--- src/rtl/pipeline_hazard_controller_pkg.sv ---
// Shared pipeline definitions: memory wait FSM encoding, register-zero constant
// and the control bundles used by the stall/flush logic.
package pipeline_hazard_controller_pkg;

    typedef enum logic {
        RUN      = 1'b0,
        MEM_WAIT = 1'b1
    } mem_state_e;

    localparam logic [4:0] REG_ZERO = 5'd0;

    typedef struct packed {
        logic pc_write;
        logic ifid_write;
        logic ifid_flush;
        logic idex_write;
        logic idex_flush;
        logic exmem_write;
        logic memwb_bubble;
    } hazard_ctrl_t;

    // Free-running pipeline: every register loads, nothing is squashed.
    localparam hazard_ctrl_t CTRL_RUN = '{
        pc_write:     1'b1,
        ifid_write:   1'b1,
        ifid_flush:   1'b0,
        idex_write:   1'b1,
        idex_flush:   1'b0,
        exmem_write:  1'b1,
        memwb_bubble: 1'b0
    };

    // Frozen pipeline filled with NOPs/bubbles, used while in reset.
    localparam hazard_ctrl_t CTRL_BUBBLE = '{
        pc_write:     1'b0,
        ifid_write:   1'b0,
        ifid_flush:   1'b1,
        idex_write:   1'b0,
        idex_flush:   1'b1,
        exmem_write:  1'b0,
        memwb_bubble: 1'b1
    };

endpackage

--- src/rtl/pipeline_hazard_controller_mem_wait_timer.sv ---
// Wait-state sequencer for multi-cycle data-memory accesses: holds the MEM
// stage for MEM_LATENCY-1 cycles per access, re-arming from RUN each time.
module mem_wait_timer
    import pipeline_hazard_controller_pkg::*;
#(
    parameter int MEM_LATENCY = 2
) (
    input  logic Clock,
    input  logic Reset,
    input  logic memreq,
    output logic MemStall
);

    localparam int WCNT_W      = $clog2(MEM_LATENCY) + 1;
    localparam int WAIT_INIT_I = (MEM_LATENCY > 1) ? (MEM_LATENCY - 2) : 0;
    localparam logic [WCNT_W-1:0] WAIT_INIT = WCNT_W'(WAIT_INIT_I);
    localparam logic HAS_WAIT = (MEM_LATENCY > 1);

    mem_state_e        state_q, state_d;
    logic [WCNT_W-1:0] wcnt_q, wcnt_d;
    logic              mem_stall_s;

    // Next-state and stall decode; memory is being reset alongside, so no stall in reset.
    always_comb begin
        state_d     = state_q;
        wcnt_d      = wcnt_q;
        mem_stall_s = 1'b0;
        case (state_q)
            RUN: begin
                if (memreq && HAS_WAIT) begin
                    mem_stall_s = 1'b1;
                    state_d     = MEM_WAIT;
                    wcnt_d      = WAIT_INIT;
                end else begin
                    state_d = RUN;
                end
            end
            MEM_WAIT: begin
                if (wcnt_q != WCNT_W'(0)) begin
                    mem_stall_s = 1'b1;
                    wcnt_d      = wcnt_q - WCNT_W'(1);
                end else begin
                    state_d = RUN;
                end
            end
            default: begin
                state_d = RUN;
                wcnt_d  = WCNT_W'(0);
            end
        endcase
        if (Reset) begin
            mem_stall_s = 1'b0;
        end else begin
            mem_stall_s = mem_stall_s;
        end
    end

    // FSM state and wait counter.
    always_ff @(posedge Clock) begin
        if (Reset) begin
            state_q <= RUN;
            wcnt_q  <= WCNT_W'(0);
        end else begin
            state_q <= state_d;
            wcnt_q  <= wcnt_d;
        end
    end

    assign MemStall = mem_stall_s;

endmodule

--- src/rtl/pipeline_hazard_controller.sv ---
// Central stall/flush sequencer for the 5-stage pipeline: prioritises memory
// wait states, taken branches and load-use hazards, and keeps statistics.
module pipeline_hazard_controller
    import pipeline_hazard_controller_pkg::*;
#(
    parameter int MEM_LATENCY = 2,
    parameter int CNT_W       = 32
) (
    input  logic             Clock,
    input  logic             Reset,
    input  logic             R_Enable_EX,
    input  logic [4:0]       rDest_EX,
    input  logic [4:0]       rs_ID,
    input  logic [4:0]       rt_ID,
    input  logic             UsesRs_ID,
    input  logic             UsesRt_ID,
    input  logic             Branch_Taken_EX,
    input  logic             R_Enable_MEM,
    input  logic             W_Enable_MEM,
    input  logic             Stat_Clear,
    output logic             PC_Write,
    output logic             IFID_Write,
    output logic             IFID_Flush,
    output logic             IDEX_Write,
    output logic             IDEX_Flush,
    output logic             EXMEM_Write,
    output logic             MEMWB_Bubble,
    output logic             MemStall,
    output logic [CNT_W-1:0] StallCycles,
    output logic [CNT_W-1:0] FlushCount
);

    function automatic logic [CNT_W-1:0] sat_inc(input logic [CNT_W-1:0] v);
        return (&v) ? v : (v + CNT_W'(1));
    endfunction

    logic             memreq_s;
    logic             mem_stall_s;
    logic             load_use_s;
    logic             stall_event_s;
    logic             flush_event_s;
    hazard_ctrl_t     ctrl_s;
    logic [CNT_W-1:0] stall_cnt_q, stall_cnt_d;
    logic [CNT_W-1:0] flush_cnt_q, flush_cnt_d;

    assign memreq_s = R_Enable_MEM | W_Enable_MEM;

    mem_wait_timer #(
        .MEM_LATENCY (MEM_LATENCY)
    ) u_mem_wait_timer (
        .Clock    (Clock),
        .Reset    (Reset),
        .memreq   (memreq_s),
        .MemStall (mem_stall_s)
    );

    assign load_use_s = R_Enable_EX && (rDest_EX != REG_ZERO) &&
                        ((UsesRs_ID && (rs_ID == rDest_EX)) ||
                         (UsesRt_ID && (rt_ID == rDest_EX)));

    // Only hazards that actually take effect are counted; a branch squashes the load-use.
    assign stall_event_s = !Reset && (mem_stall_s || (!Branch_Taken_EX && load_use_s));
    assign flush_event_s = !Reset && !mem_stall_s && Branch_Taken_EX;

    // Hazard priority: reset, memory wait, taken branch, load-use.
    always_comb begin
        ctrl_s = CTRL_RUN;
        if (Reset) begin
            ctrl_s = CTRL_BUBBLE;
        end else if (mem_stall_s) begin
            ctrl_s.pc_write     = 1'b0;
            ctrl_s.ifid_write   = 1'b0;
            ctrl_s.idex_write   = 1'b0;
            ctrl_s.exmem_write  = 1'b0;
            ctrl_s.memwb_bubble = 1'b1;
        end else if (Branch_Taken_EX) begin
            ctrl_s.ifid_flush = 1'b1;
            ctrl_s.idex_flush = 1'b1;
        end else if (load_use_s) begin
            ctrl_s.pc_write   = 1'b0;
            ctrl_s.ifid_write = 1'b0;
            ctrl_s.idex_flush = 1'b1;
        end else begin
            ctrl_s = CTRL_RUN;
        end
    end

    // Statistics next values: clear beats increment, counters saturate.
    always_comb begin
        stall_cnt_d = stall_cnt_q;
        flush_cnt_d = flush_cnt_q;
        if (Stat_Clear) begin
            stall_cnt_d = CNT_W'(0);
            flush_cnt_d = CNT_W'(0);
        end else begin
            if (stall_event_s) begin
                stall_cnt_d = sat_inc(stall_cnt_q);
            end else begin
                stall_cnt_d = stall_cnt_q;
            end
            if (flush_event_s) begin
                flush_cnt_d = sat_inc(flush_cnt_q);
            end else begin
                flush_cnt_d = flush_cnt_q;
            end
        end
    end

    // Statistics registers.
    always_ff @(posedge Clock) begin
        if (Reset) begin
            stall_cnt_q <= CNT_W'(0);
            flush_cnt_q <= CNT_W'(0);
        end else begin
            stall_cnt_q <= stall_cnt_d;
            flush_cnt_q <= flush_cnt_d;
        end
    end

    assign PC_Write     = ctrl_s.pc_write;
    assign IFID_Write   = ctrl_s.ifid_write;
    assign IFID_Flush   = ctrl_s.ifid_flush;
    assign IDEX_Write   = ctrl_s.idex_write;
    assign IDEX_Flush   = ctrl_s.idex_flush;
    assign EXMEM_Write  = ctrl_s.exmem_write;
    assign MEMWB_Bubble = ctrl_s.memwb_bubble;
    assign MemStall     = mem_stall_s;
    assign StallCycles  = stall_cnt_q;
    assign FlushCount   = flush_cnt_q;

endmodule

--- config.mk ---
export PLATFORM = sky130hd
export DESIGN_NAME = pipeline_hazard_controller
export DESIGN_NICKNAME = d
export VERILOG_FILES = /design/src/rtl/pipeline_hazard_controller_pkg.sv /design/src/rtl/pipeline_hazard_controller_mem_wait_timer.sv /design/src/rtl/pipeline_hazard_controller.sv
export SDC_FILE = /design/constraint.sdc
export NUM_CORES = 1
export LEC_CHECK = 0
export BUFFER_PORTS_ARGS = -buffer_cell sky130_fd_sc_hd__buf_2
export CELL_PAD_IN_SITES_DETAIL_PLACEMENT = 0
export CELL_PAD_IN_SITES_GLOBAL_PLACEMENT = 2
export CORE_ASPECT_RATIO = 2
export CORE_MARGIN = 2
export CORE_UTILIZATION = 30
export CTS_CLUSTER_SIZE = 30
export DETAILED_ROUTE_END_ITERATION = 7
export GPL_TIMING_DRIVEN = 0
export PLACE_DENSITY_LB_ADDON = 0.05
export SETUP_SLACK_MARGIN = 0.5
export SYNTH_ARGS = -nofsm -noshare
export SYNTH_HDL_FRONTEND = slang
export SYNTH_SLANG_ARGS = --single-unit
--- constraint.sdc ---
create_clock -name Clock -period 2.9 [get_ports Clock]
set_clock_uncertainty 0.15 [all_clocks]
set_input_delay 0.435 -clock Clock [delete_from_list [all_inputs] [get_ports Clock]]
set_output_delay 0.435 -clock Clock [all_outputs]
set_load 0.01 [all_outputs]
-- After elaboration in Yosys (flattened, before gate mapping)
Cells that the tools add are included.
- word-level logic and storage cells: 54
- bits in registers: 67
- output and inout bits: 72
- input port bits: 24
- eq/ne operators: 4
- multiplexer cells: 18
- bitwise operators: 4
- add/sub/neg operators: 3
- reductions and logical operators: 21
- operators by type and width (cell ; number):
    $add 32x1->32 const B ; 2
    $reduce_and 32->1 ; 2
    $mux 2 ; 6
    $eq 5x5->1 ; 2
    $mux 1 ; 9
    $logic_and 1x1->1 ; 8
    $mux 7 ; 1
    $reduce_and 2->1 ; 3
    $reduce_bool 5->1 ; 1
    $ne 2x2->1 const B ; 2
    $pmux 2 s2 ; 1
    $logic_not 1->1 ; 3
    $not 1->1 ; 3
    $logic_or 1x1->1 ; 2
    $pmux 1 s2 ; 1
    $reduce_bool 2->1 ; 1
    $reduce_or 2->1 ; 1
    $sub 2x1->2 const B ; 1
    $or 1x1->1 ; 1

-- Longest topological paths before layout
Gate-level depths: netlist of run 1.
- depth in word-level cells: 8
- mapped depth: 10
- depth with buffers taken out: 8

-- Hierarchy
From an unflattened synthesis of run 1, not the netlist that was laid out.
- cell total of the unflattened synthesis: 496
- area total of the unflattened synthesis: 4007.6 µm²
- by module, submodules not included (module ; times used ; seq. area each (µm²) ; area each (µm²) ; cells an instance):
    pipeline_hazard_controller ; 1 ; 1281.2 ; 3860.0 ; 482
    mem_wait_timer ; 1 ; 60.1 ; 147.6 ; 14

-- Least setup slack after synthesis of run 1
No wires, ideal clock.
- kind: in2reg
- from: input port W_Enable_MEM
- to: register flush_cnt_q[31], in the netlist FlushCount[31]
- data required time: 2.680 ns
- path buffers: 1
- setup time: 0.070 ns
- path slack: 0.490 ns
- data arrival time: 2.190 ns
- stages on the path: 7
- cells stage by stage: o21ba_4 > nor3_2 > nand3_1 > or4_1 > buf_2 > or4_1 > a21oi_1
- longest elaborated chain between the ends: 8
- RTL lines (item ; RTL line ; RTL):
    from (decl) ; pipeline_hazard_controller.sv:19 ; input logic W_Enable_MEM,
    $or 1x1->1 ; pipeline_hazard_controller.sv:46 ; assign memreq_s = R_Enable_MEM | W_Enable_MEM;
    $mux 1 ; pipeline_hazard_controller_mem_wait_timer.sv:30 ; if (memreq && HAS_WAIT) begin
    $pmux 1 s2 ; pipeline_hazard_controller_mem_wait_timer.sv:28 ; case (state_q)
    $mux 1 ; - ;
    $logic_not 1->1 ; pipeline_hazard_controller.sv:63 ; assign flush_event_s = !Reset && !mem_stall_s && Branch_Taken_EX;
    $logic_and 1x1->1 (2 in a row) ; pipeline_hazard_controller.sv:63 ;
    $reduce_and 2->1 (no line) ; - ;
    to (signal assigned) ; pipeline_hazard_controller.sv:116 ; flush_cnt_q <= flush_cnt_d;
    to (decl) ; pipeline_hazard_controller.sv:44 ; logic [CNT_W-1:0] flush_cnt_q, flush_cnt_d;
Every way passes these cells.
A chain may end at the register's enable or synchronous reset.

-- Final worst setup path of run 1
- from: register u_mem_wait_timer.wcnt_q[1]
- to: register flush_cnt_q[11], in the netlist FlushCount[11]
- longest elaborated chain between the ends: 8
- RTL lines (item ; RTL line ; RTL):
    from (decl) ; pipeline_hazard_controller_mem_wait_timer.sv:20 ; logic [WCNT_W-1:0] wcnt_q, wcnt_d;
    from (signal assigned) ; pipeline_hazard_controller_mem_wait_timer.sv:65 ; wcnt_q <= wcnt_d;
    $reduce_bool 2->1 ; pipeline_hazard_controller_mem_wait_timer.sv:39 ; if (wcnt_q != WCNT_W'(0)) begin
    $mux 1 ; pipeline_hazard_controller_mem_wait_timer.sv:39 ;
    $pmux 1 s2 ; pipeline_hazard_controller_mem_wait_timer.sv:28 ;
    $mux 1 ; - ;
    $logic_not 1->1 ; pipeline_hazard_controller.sv:63 ;
    $logic_and 1x1->1 (2 in a row) ; pipeline_hazard_controller.sv:63 ;
    $reduce_and 2->1 (no line) ; - ;
Every way passes these cells.

==> results of run 1 <==
synthesized netlist by cell type (all sizes together), types with 2 or more instances:
library cell   n  area, sq um
nor2          43        161.4
nor3b          3        22.52
nor4           7        43.79
a31oi          2        12.51
mux2i          6        60.06
nor3          12        75.07
nand3         25        125.1
dfxtp         67         1341
or2            3        18.77
o21ai         16        80.07
clkbuf        13        48.80
and4          15        131.4
nand4         19        118.9
buf           10        67.56
nand2         35        131.4
a41o           2        20.02
or3           22        142.6
nor4b          4        53.80
inv            4        15.01
and3          11        68.82
a21oi         33        165.2
or4           18        135.1
xor2           7        61.31
xnor2         27        236.5
ha             3        37.54
and2           4        25.02
o31ai         16        120.1
per-stage QoR:
stage | util, % | cells | setup WS (ps) | hold WS (ps)
2_1_floorplan | - | 441 | 531.3 | 304.4
3_3_place_gp | 36.01 | 683 | -8.224 | 320.6
3_5_place_dp | 36.01 | 683 | 6.205 | 322.0
4_1_cts | 39.77 | 703 | 502.0 | 273.4
5_1_grt | 41.00 | 704 | 456.7 | 313.8
6_report | 41.00 | 704 | 545.2 | 295.2
per-layer routing:
metal / track usage, % / vias to the layer above / routed length [microns]
met1: 25.67 / 1730 / 5231
li1: - / 1872 / -
met3: 3.503 / 14 / 605
met5: 0 / - / 0
met2: 27.27 / 102 / 5413
met4: 6.061 / 0 / 206
report_power, final:
part,switching (mW),internal [mW]
logic,0.0922,0.0657
registers,0.00238,0.921
clock network,0.444,0.716
total,0.538,1.70
cells by family after synthesis:
family          Yosys count  synth area share, %
mux                       6                1.646
compound gates           78                13.10
flops                    67                36.76
buf+inv                  27                3.601
xor+xnor                 34                8.162
fa+ha+maj                 3                1.029
simple gates            226                35.70
layout make-up:
type / count / area share [%]
plain buffers: 23 / 3.057
clock buffers: 11 / 5.145
clock inverters: 5 / 1.223
inverters: 4 / 0.3057
multi-input cells: 347 / 48.27
flip-flops and latches: 67 / 27.56
well taps: 147 / 3.744
repair buffers: 100 / 10.70
sequential cells by signal (all words and copies together) (netlist names):
name / cells
u_mem_wait_timer.state_q: 1
u_mem_wait_timer.wcnt_q: 2
StallCycles: 32
FlushCount: 32
worst paths after layout:
| path | startpoint | endpoint | depth (start not counted) |
|---|---|---|---|
| max | u_mem_wait_timer.wcnt_q[1] | FlushCount[11] | 9 |
| min reg2reg | StallCycles[5] | StallCycles[5] | 2 |
| min | Reset | u_mem_wait_timer.state_q | 2 |
| max reg2reg | u_mem_wait_timer.wcnt_q[1] | FlushCount[11] | 9 |
worst max-delay path, cell delays in order, from the launching register on:
cell and delay [ps]:
dfxtp_1 320, inv_2 70, ha_4 150, nor2b_4 50
or4b_4 520, buf_6 160, or3_4 380, nor4b_4 250
xnor2_1 150, nor2_1 50
timing repair:
item / in CTS / in global routing
buffers inserted: 4 / 0
setup endpoints to repair: 52 / 56
resized for setup: 28 / 48
gates cloned: 0 / 1
pin swaps: 6 / 10
==> impl_metrics.env, run 1 <==
export IMPL_hold_viol_final=0
export IMPL_yosysSeqAreaShare_pct=36.76
export IMPL_drc=0
export IMPL_r2r_slack_ps=550
export IMPL_die_w_microns=81.98
export IMPL_grt_max_degree=13
export IMPL_dieArea_sq_um=13110
export IMPL_power_density_nw_per_um2=456.3
export IMPL_antenna_left=0
export IMPL_htreeDepth=3
export IMPL_setup_viol=0
export IMPL_final_common_cell="buf_2"
export IMPL_synth_main_ff_cell="dfxtp_1"
export IMPL_layout_min_cycle_time_ps=2355
export IMPL_wire_per_inst_microns=16.27
export IMPL_cts_tree="yes"
export IMPL_clk_pin_slew_ps=60
export IMPL_viasPerCell=5.281
export IMPL_startpoint_type="register"
export IMPL_maxCapViolCount=0
export IMPL_cts_buffers=9
export IMPL_antenna_found_initial=0
export IMPL_cp_required_ps=2960
export IMPL_drv_slew=0
export IMPL_syn_area_sq_um=3648
export IMPL_gr_total_overflow=0
export IMPL_drive_gt1_share_pct=33.21
export IMPL_fp_dieH_microns=160.0
export IMPL_grtUsageTotal_pct=18.13
export IMPL_fin_area_sq_um=4912
export IMPL_drt_first_pass_iters=4
export IMPL_start_util_pct=30.45
export IMPL_io_pin_count=96
export IMPL_min_period_over_period_pct=81.20
export IMPL_clockBufferDepth=2
export IMPL_port_buffers=95
export IMPL_tns_ps=0
export IMPL_finalNetCount=579
export IMPL_rsz0062_at_grt="true"
export IMPL_seqCellArea_sq_um=1354
export IMPL_multiInputGateArea_sq_um=2371
export IMPL_worstPathMaxFanout=10
export IMPL_hold_buffers=0
export IMPL_place_area_sq_um=4314
export IMPL_synth_cell_types=47
export IMPL_leakagePower_nw=1.822
export IMPL_antennaDiodeCount=0
export IMPL_final_cell_mix="buf_2, dfxtp_1, nor2_1, nand2_1, a21oi_1"
export IMPL_clock_latency_ps=340
export IMPL_syn_avg_cell_area_sq_um=8.273
export IMPL_worst_slew_pin_slew_ps=802.3
export IMPL_worstSetupEndpointType="register"
export IMPL_hp_class="input pin to register"
export IMPL_synthToLayoutAreaGrowth_pct=34.64
export IMPL_slew_limit_headroom_pct=46.10
export IMPL_syn_instance_count=441
export IMPL_drt_iter0_markers=112
export IMPL_status="finished, final reports clean"
export IMPL_nFillCells=1275
export IMPL_yosysWarnings=0
export IMPL_dp_hpwl_microns=8218
export IMPL_row_count=57
export IMPL_num_vias=3718
export IMPL_synth_async_reset_ratio_pct=0
export IMPL_ctsRootBufferMaster="clkbuf_16"
export IMPL_cts_sinks=67
export IMPL_grt_pass1_vias=3442
export IMPL_gp_congestion=0.7595
export IMPL_floorplan_core_area_sq_um=11980
export IMPL_grt_pass1_wl_microns=18360
export IMPL_vdd_drop_max_v=0.0002865
export IMPL_critPathArrivalTime_ps=2410
export IMPL_syn_nets=468
export IMPL_fmax_mhz=424.7
export IMPL_finalPower_mw=2.242
export IMPL_drt_wl_total_microns=11460
export IMPL_ys_ff_latch=67
export IMPL_critical_path_class="register to register"
export IMPL_synth_edf_count=0
Power figures use the tool's default switching activity.
==> run 2: changes to the inputs <==
ABC_AREA = 1   (was not set)
CORE_UTILIZATION = 27   (was 30)
clock period = 2.1 ns   (was 2.9 ns; I/O delays follow)
==> run 2 against run 1 <==
Effect of this change:
- via count increased by 44%
- utilization increased by 4.8 points
- combinational power increased to 3.3 times the previous value
- hold slack got worse by 160 ps
- sequential cell count unchanged
- sequential power increased by 34%
- critical path depth decreased by 2
- largest power group unchanged
- register-to-register slack got worse by 360 ps
- critical path type is now register to output port
==> impl_metrics.env, run 2 <==
export IMPL_crit_top_cell="buf_6"
export IMPL_clock_latency_ps=340
export IMPL_slew_limit_headroom_pct=44.63
export IMPL_clk_pin_slew_ps=60
export IMPL_synth_async_reset_ratio_pct=0
export IMPL_timing_rr_start="FlushCount[1]"
export IMPL_syn_instance_count=741
export IMPL_tns_ps=0
export IMPL_synth_top_cell_area_share_pct=27.95
export IMPL_hold_viol_final=0
export IMPL_grtUsageTotal_pct=18.75
export IMPL_drt_iter0_markers=175
export IMPL_final_common_cell="nand2_1"
export IMPL_maxCapViolCount=0
export IMPL_startpoint_type="register"
export IMPL_synthMostInstantiatedCell="nand2_1"
export IMPL_hp_class="input pin to register"
export IMPL_fp_dieH_microns=192.5
export IMPL_drc=0
export IMPL_antenna_found_initial=0
export IMPL_cp_required_ps=1630
export IMPL_layout_min_cycle_time_ps=1918
export IMPL_syn_nets=768
export IMPL_finalWorstSetupSlack_ps=182.0
export IMPL_critical_path_class="register to output port"
export IMPL_clockBufferDepth=2
export IMPL_min_period_over_period_pct=91.34
export IMPL_start_util_pct=27.24
export IMPL_final_cell_mix="nand2_1, buf_2, nor2_1, inv_1, buf_4"
export IMPL_drt_wl_total_microns=17900
export IMPL_antenna_left=0
export IMPL_r2r_slack_ps=190
export IMPL_cp_slowest_cell="dfxtp_2"
export IMPL_leakagePower_nw=3.490
export IMPL_post_place_ws_ps=40.93
export IMPL_setup_viol=0
export IMPL_yosysWarnings=0
export IMPL_gr_total_overflow=0
export IMPL_rsz0062_at_grt="true"
export IMPL_viasPerCell=4.619
export IMPL_grt_max_degree=12
export IMPL_fin_cells=1159
export IMPL_floorplan_core_area_sq_um=17610
export IMPL_max_stage_delay_ps=330
export IMPL_power_density_nw_per_um2=412.9
export IMPL_wire_per_inst_microns=15.44
export IMPL_cts_buffers=9
export IMPL_row_count=69
export IMPL_synthToLayoutAreaGrowth_pct=68.08
export IMPL_finalNetCount=968
export IMPL_critPathArrivalTime_ps=1450
export IMPL_yosysTopAreaCell="dfxtp_1"
export IMPL_hold_path_startpoint="Reset"
export IMPL_dp_hpwl_microns=12560
export IMPL_vdd_drop_max_v=0.0004001
export IMPL_hold_depth=4
export IMPL_grt_pass1_vias=5146
export IMPL_drive_gt1_share_pct=55.07
export IMPL_dieArea_sq_um=18920
export IMPL_timing_rr_end="FlushCount[29]"
export IMPL_io_pin_count=96
export IMPL_synth_area_leaders="dfxtp_1, nand2_1, nor2_1, xor2_1, inv_1"
export IMPL_drt_first_pass_iters=4
export IMPL_gp_congestion=0.8041
export IMPL_antennaDiodeCount=0
export IMPL_syn_area_sq_um=4798
export IMPL_synth_cell_types=33
export IMPL_worstSetupEndpointType="output port"
export IMPL_fmax_mhz=521.4
export IMPL_num_vias=5353
export IMPL_cts_sinks=67
export IMPL_crit_chain="inv_2, ha_4, o21a_4, nand2_4, a31oi_4, buf_6, buf_6"
export IMPL_yosysSeqAreaShare_pct=27.95
export IMPL_worstPathMaxFanout=3
export IMPL_reg2reg_depth=12
export IMPL_grt_pass1_wl_microns=27710
export IMPL_syn_avg_cell_area_sq_um=6.476
export IMPL_status="finished, final reports clean"
export IMPL_place_inst=1049
export IMPL_worst_slew_pin_slew_ps=830.6
export IMPL_nFillCells=1864
export IMPL_htreeDepth=3
export IMPL_synthTopCellsByCount="nand2_1, nor2_1, dfxtp_1, inv_1, a21oi_1"
export IMPL_synth_edf_count=0
export IMPL_hold_slack_ps=139.6
export IMPL_path_delay_family="flip-flops"
export IMPL_multiInputGateArea_sq_um=3867
export IMPL_port_buffers=95
export IMPL_die_w_microns=98.27
export IMPL_ys_ff_latch=67
export IMPL_finalPower_mw=3.330
export IMPL_critPathBufInv=3
export IMPL_drv_slew=0
export IMPL_synth_main_ff_cell="dfxtp_1"
export IMPL_cts_tree="yes"
export IMPL_hold_end="u_mem_wait_timer.wcnt_q[1]"
export IMPL_seqCellArea_sq_um=1479
export IMPL_ctsRootBufferMaster="clkbuf_16"
[run 2: cell count changes after synthesis, sizes merged, moves of 15 or more]
| cell | previous run | this run |
|---|---|---|
| nand2 | 35 | 263 |
| inv | 4 | 75 |
| nor2 | 43 | 101 |
| a21oi | 33 | 59 |
| nand3 | 25 | 51 |
| xor2 | 7 | 30 |
| or3 | 22 | 0 |
| xnor2 | 27 | 6 |
| nor3 | 12 | 31 |
| or4 | 18 | 0 |
| o31ai | 16 | 0 |
| and4 | 15 | 0 |
[run 2: cells by family (layout without fill, tap and decap cells)]
logic type                 Yosys count  count (layout)  share of synthesized area [%]
buffers and inverters               97             301                          9.831
xor gates and xnor gates            36              36                          6.571
AOI/OAI and AO/OA                   70              70                          8.996
and+or+nand+nor                    468             469                          45.87
adders and majority gates            3               3                         0.7824
DFF                                 67              67                          27.95
[run 2: layout make-up]
cell class / count / share of cell area, %
Tap cell: 213 / 3.304
Sequential cell: 67 / 18.34
Timing Repair Buffer: 188 / 19.33
Clock inverter: 2 / 0.4344
Inverter: 75 / 3.739
Buffer: 22 / 3.630
Clock buffer: 14 / 3.273
Multi-Input combinational cell: 578 / 47.95
[run 2: worst max-delay path by stage]
stage,start,endpoint,depth (start not counted)
floorplan,StallCycles[7],StallCycles[20],12
global placement,rDest_EX[4],StallCycles[8],13
detailed placement,rDest_EX[1],StallCycles[14],13
CTS,u_mem_wait_timer.wcnt_q[0],IFID_Flush,8
global route,u_mem_wait_timer.wcnt_q[0],FlushCount[7],12
finish,u_mem_wait_timer.wcnt_q[0],PC_Write,7
[run 2: what timing repair did]
action / in CTS / in global routing
hold buffers: 0 / 0
buffers inserted: 56 / 27
cloned: 10 / 1
pin swaps: 44 / 47
setup endpoints to repair: 72 / 73
gates resized for setup: 142 / 178
[run 2: worst reg2reg max path: cells and delay by family, from the launching register on]
kind            cells  cell delay, ps
compound gates      1              50
fa+ha+maj           1             150
buf+inv             3             350
flops               1             350
simple gates        7             700
[run 2: metrics by stage]
stage | instance area (sq um) | utilization [%]
5_1_grt | 8065 | 45.79
6_report | 8065 | 45.79
3_3_place_gp | 5702 | 32.37
4_1_cts | 7203 | 40.90
3_5_place_dp | 5702 | 32.37
2_1_floorplan | 4960 | -
[run 2: power by group]
part / total [mW] / internal [mW] / switching, mW
combinational: 0.524 / 0.270 / 0.254
clock: 1.56 / 0.984 / 0.579
sequential: 1.24 / 1.24 / 0.00229
total: 3.33 / 2.50 / 0.835
[run 2: layer usage]
layer / track usage, % / vias up / share of wire, %
met3: 2.608 / 16 / 3.4
met5: 0 / - / 0
li1: - / 2772 / -
met1: 24.31 / 2464 / 44
met2: 32.09 / 101 / 50
met4: 5.954 / 0 / 1.8
==> run 3: changes to the inputs <==
CAP_MARGIN = 20   (was not set)
SETUP_SLACK_MARGIN = 0.02   (was 0.5)
TNS_END_PERCENT = 5   (was not set)
==> run 3 against run 2 <==
Effect of this change:
- register-to-register slack worse by 20 ps
- critical path depth unchanged
- sequential share of layout area up 4.4 points
- count of clock-buffer cells in the layout unchanged
- non-clock buffer count down 88
- utilization down 12 points
- setup slack worse by 99 ps
- wire length down 13%
- global-route usage down 1.6 points
- sequential cell count unchanged
- sequential power up 3%
- die area unchanged
- highest routed layer unchanged
==> impl_metrics.env, run 3 (same netlist as run 2, synthesis figures left out) <==
export IMPL_status="finished, final reports clean"
export IMPL_grtUsageTotal_pct=17.13
export IMPL_min_period_over_period_pct=96.07
export IMPL_path_delay_family="compound AO/OA/AOI/OAI gates"
export IMPL_grt_max_degree=11
export IMPL_port_buffers=95
export IMPL_pwr_share_seq_pct=44.1
export IMPL_hold_buffers=0
export IMPL_cp_slowest_cell="dfxtp_2"
export IMPL_die_w_microns=98.27
export IMPL_antennaDiodeCount=0
export IMPL_wire_per_inst_microns=14.65
export IMPL_place_area_sq_um=5540
export IMPL_antenna_found_initial=0
export IMPL_finalWorstSetupSlack_ps=82.48
export IMPL_htreeDepth=3
export IMPL_post_place_ws_ps=-283.8
export IMPL_drv_slew=0
export IMPL_clockBufferDepth=2
export IMPL_layout_min_cycle_time_ps=2018
export IMPL_final_cell_mix="nand2_1, buf_2, nor2_1, inv_1, dfxtp_1"
export IMPL_row_count=69
export IMPL_clock_latency_ps=340
export IMPL_ctsRootBufferMaster="clkbuf_16"
export IMPL_floorplan_core_area_sq_um=17610
export IMPL_leakagePower_nw=2.375
export IMPL_slew_limit_headroom_pct=45.36
export IMPL_gp_congestion=0.8259
export IMPL_p_clk_share_pct=47.1
export IMPL_io_pin_count=96
export IMPL_viasPerCell=4.619
export IMPL_finalNetCount=879
export IMPL_final_common_cell="nand2_1"
export IMPL_power_switching_mw=0.7425
export IMPL_rsz0062_at_grt="true"
export IMPL_critPathBufInv=3
export IMPL_grt_pass1_wl_microns=25520
export IMPL_swShare_pct=25.61
export IMPL_critPathArrivalTime_ps=1550
export IMPL_synthToLayoutAreaGrowth_pct=24.80
export IMPL_vdd_drop_max_v=0.0003469
export IMPL_fin_cells=1068
export IMPL_critical_path_class="register to output port"
export IMPL_dieArea_sq_um=18920
export IMPL_hp_class="input pin to register"
export IMPL_hold_viol_final=0
export IMPL_power_density_nw_per_um2=484.2
export IMPL_crit_chain="inv_1, ha_2, o21a_1, nand2_4, a31oi_4, buf_4, buf_2"
export IMPL_num_vias=4933
export IMPL_drt_first_pass_iters=4
export IMPL_cts_tree="yes"
export IMPL_cts_buffers=9
export IMPL_fin_area_sq_um=5988
export IMPL_place_inst=1049
export IMPL_p_comb_share_pct=8.8
export IMPL_worstPathMaxFanout=5
export IMPL_drt_iter0_markers=156
export IMPL_tns_ps=0
export IMPL_internal_power_mw=2.157
export IMPL_nFillCells=2048
export IMPL_setup_viol=0
export IMPL_grt_pass1_vias=4904
export IMPL_worst_slew_pin_slew_ps=819.6
export IMPL_clk_pin_slew_ps=60
export IMPL_fp_dieH_microns=192.5
export IMPL_drc=0
export IMPL_finalPower_mw=2.900
export IMPL_fmax_mhz=495.7
export IMPL_gr_total_overflow=0
export IMPL_cts_sinks=67
export IMPL_maxCapViolCount=0
export IMPL_antenna_left=0
export IMPL_cp_required_ps=1630
export IMPL_worstSetupEndpointType="output port"
export IMPL_startpoint_type="register"
export IMPL_start_util_pct=27.24
export IMPL_drive_gt1_share_pct=29.82
export IMPL_fin_util_pct=34.00
export IMPL_max_stage_delay_ps=320
export IMPL_hold_slack_ps=157.7
export IMPL_dp_hpwl_microns=12510
export IMPL_drt_wl_total_microns=15650
-- run 3: area by class of cell --
class / count / area [sq um] / area share [%]
plain buffers: 22 / 198.9 / 3.322
clock buffers: 14 / 244.0 / 4.074
inverters: 75 / 281.5 / 4.701
multi-input cells: 577 / 3124 / 52.17
flip-flops and latches: 67 / 1360 / 22.71
well taps: 213 / 266.5 / 4.450
repair buffers: 100 / 513.0 / 8.567
-- run 3: tightest hold or removal path, cell delays in order --
cell and delay (ps):
buf_2 120, nor2_1 50, nand2_1 50, o21ai_0 70
-- run 3: path summary, 6_finish.rpt --
| kind | startpoint | to | slack, ps | cells past startpoint |
|---|---|---|---|---|
| setup / recovery | u_mem_wait_timer.wcnt_q[0] | PC_Write | 80 | 7 |
| hold / removal | Reset | u_mem_wait_timer.wcnt_q[1] | 160 | 4 |
| hold reg to reg | u_mem_wait_timer.wcnt_q[0] | u_mem_wait_timer.wcnt_q[0] | 280 | 1 |
| setup reg to reg | StallCycles[0] | StallCycles[16] | 170 | 10 |
-- run 3: power by group through the flow --
stage               combinational [mW]  clock, mW  sequential (mW)
finish                           0.255       1.37             1.28
global route                     0.286       1.45             1.28
CTS                              0.253       1.42             1.28
detailed placement               0.250          0             1.31
global placement                 0.250          0             1.31
floorplan                        0.159          0             1.31
-- run 3: what timing repair did --
action | CTS | global route
endpoints found under the setup margin | 65 | 58
pin swaps | 0 | 5
gates resized for setup | 17 | 38
setup buffers | 0 | 5
-- run 3: metal layers --
metal	GRT usage, %	wire (microns)	up-vias
met1	21.81	7165	2262
met3	2.680	626	15
met5	0	0	-
met2	29.37	7612	96
li1	-	-	2560
met4	5.848	244	0
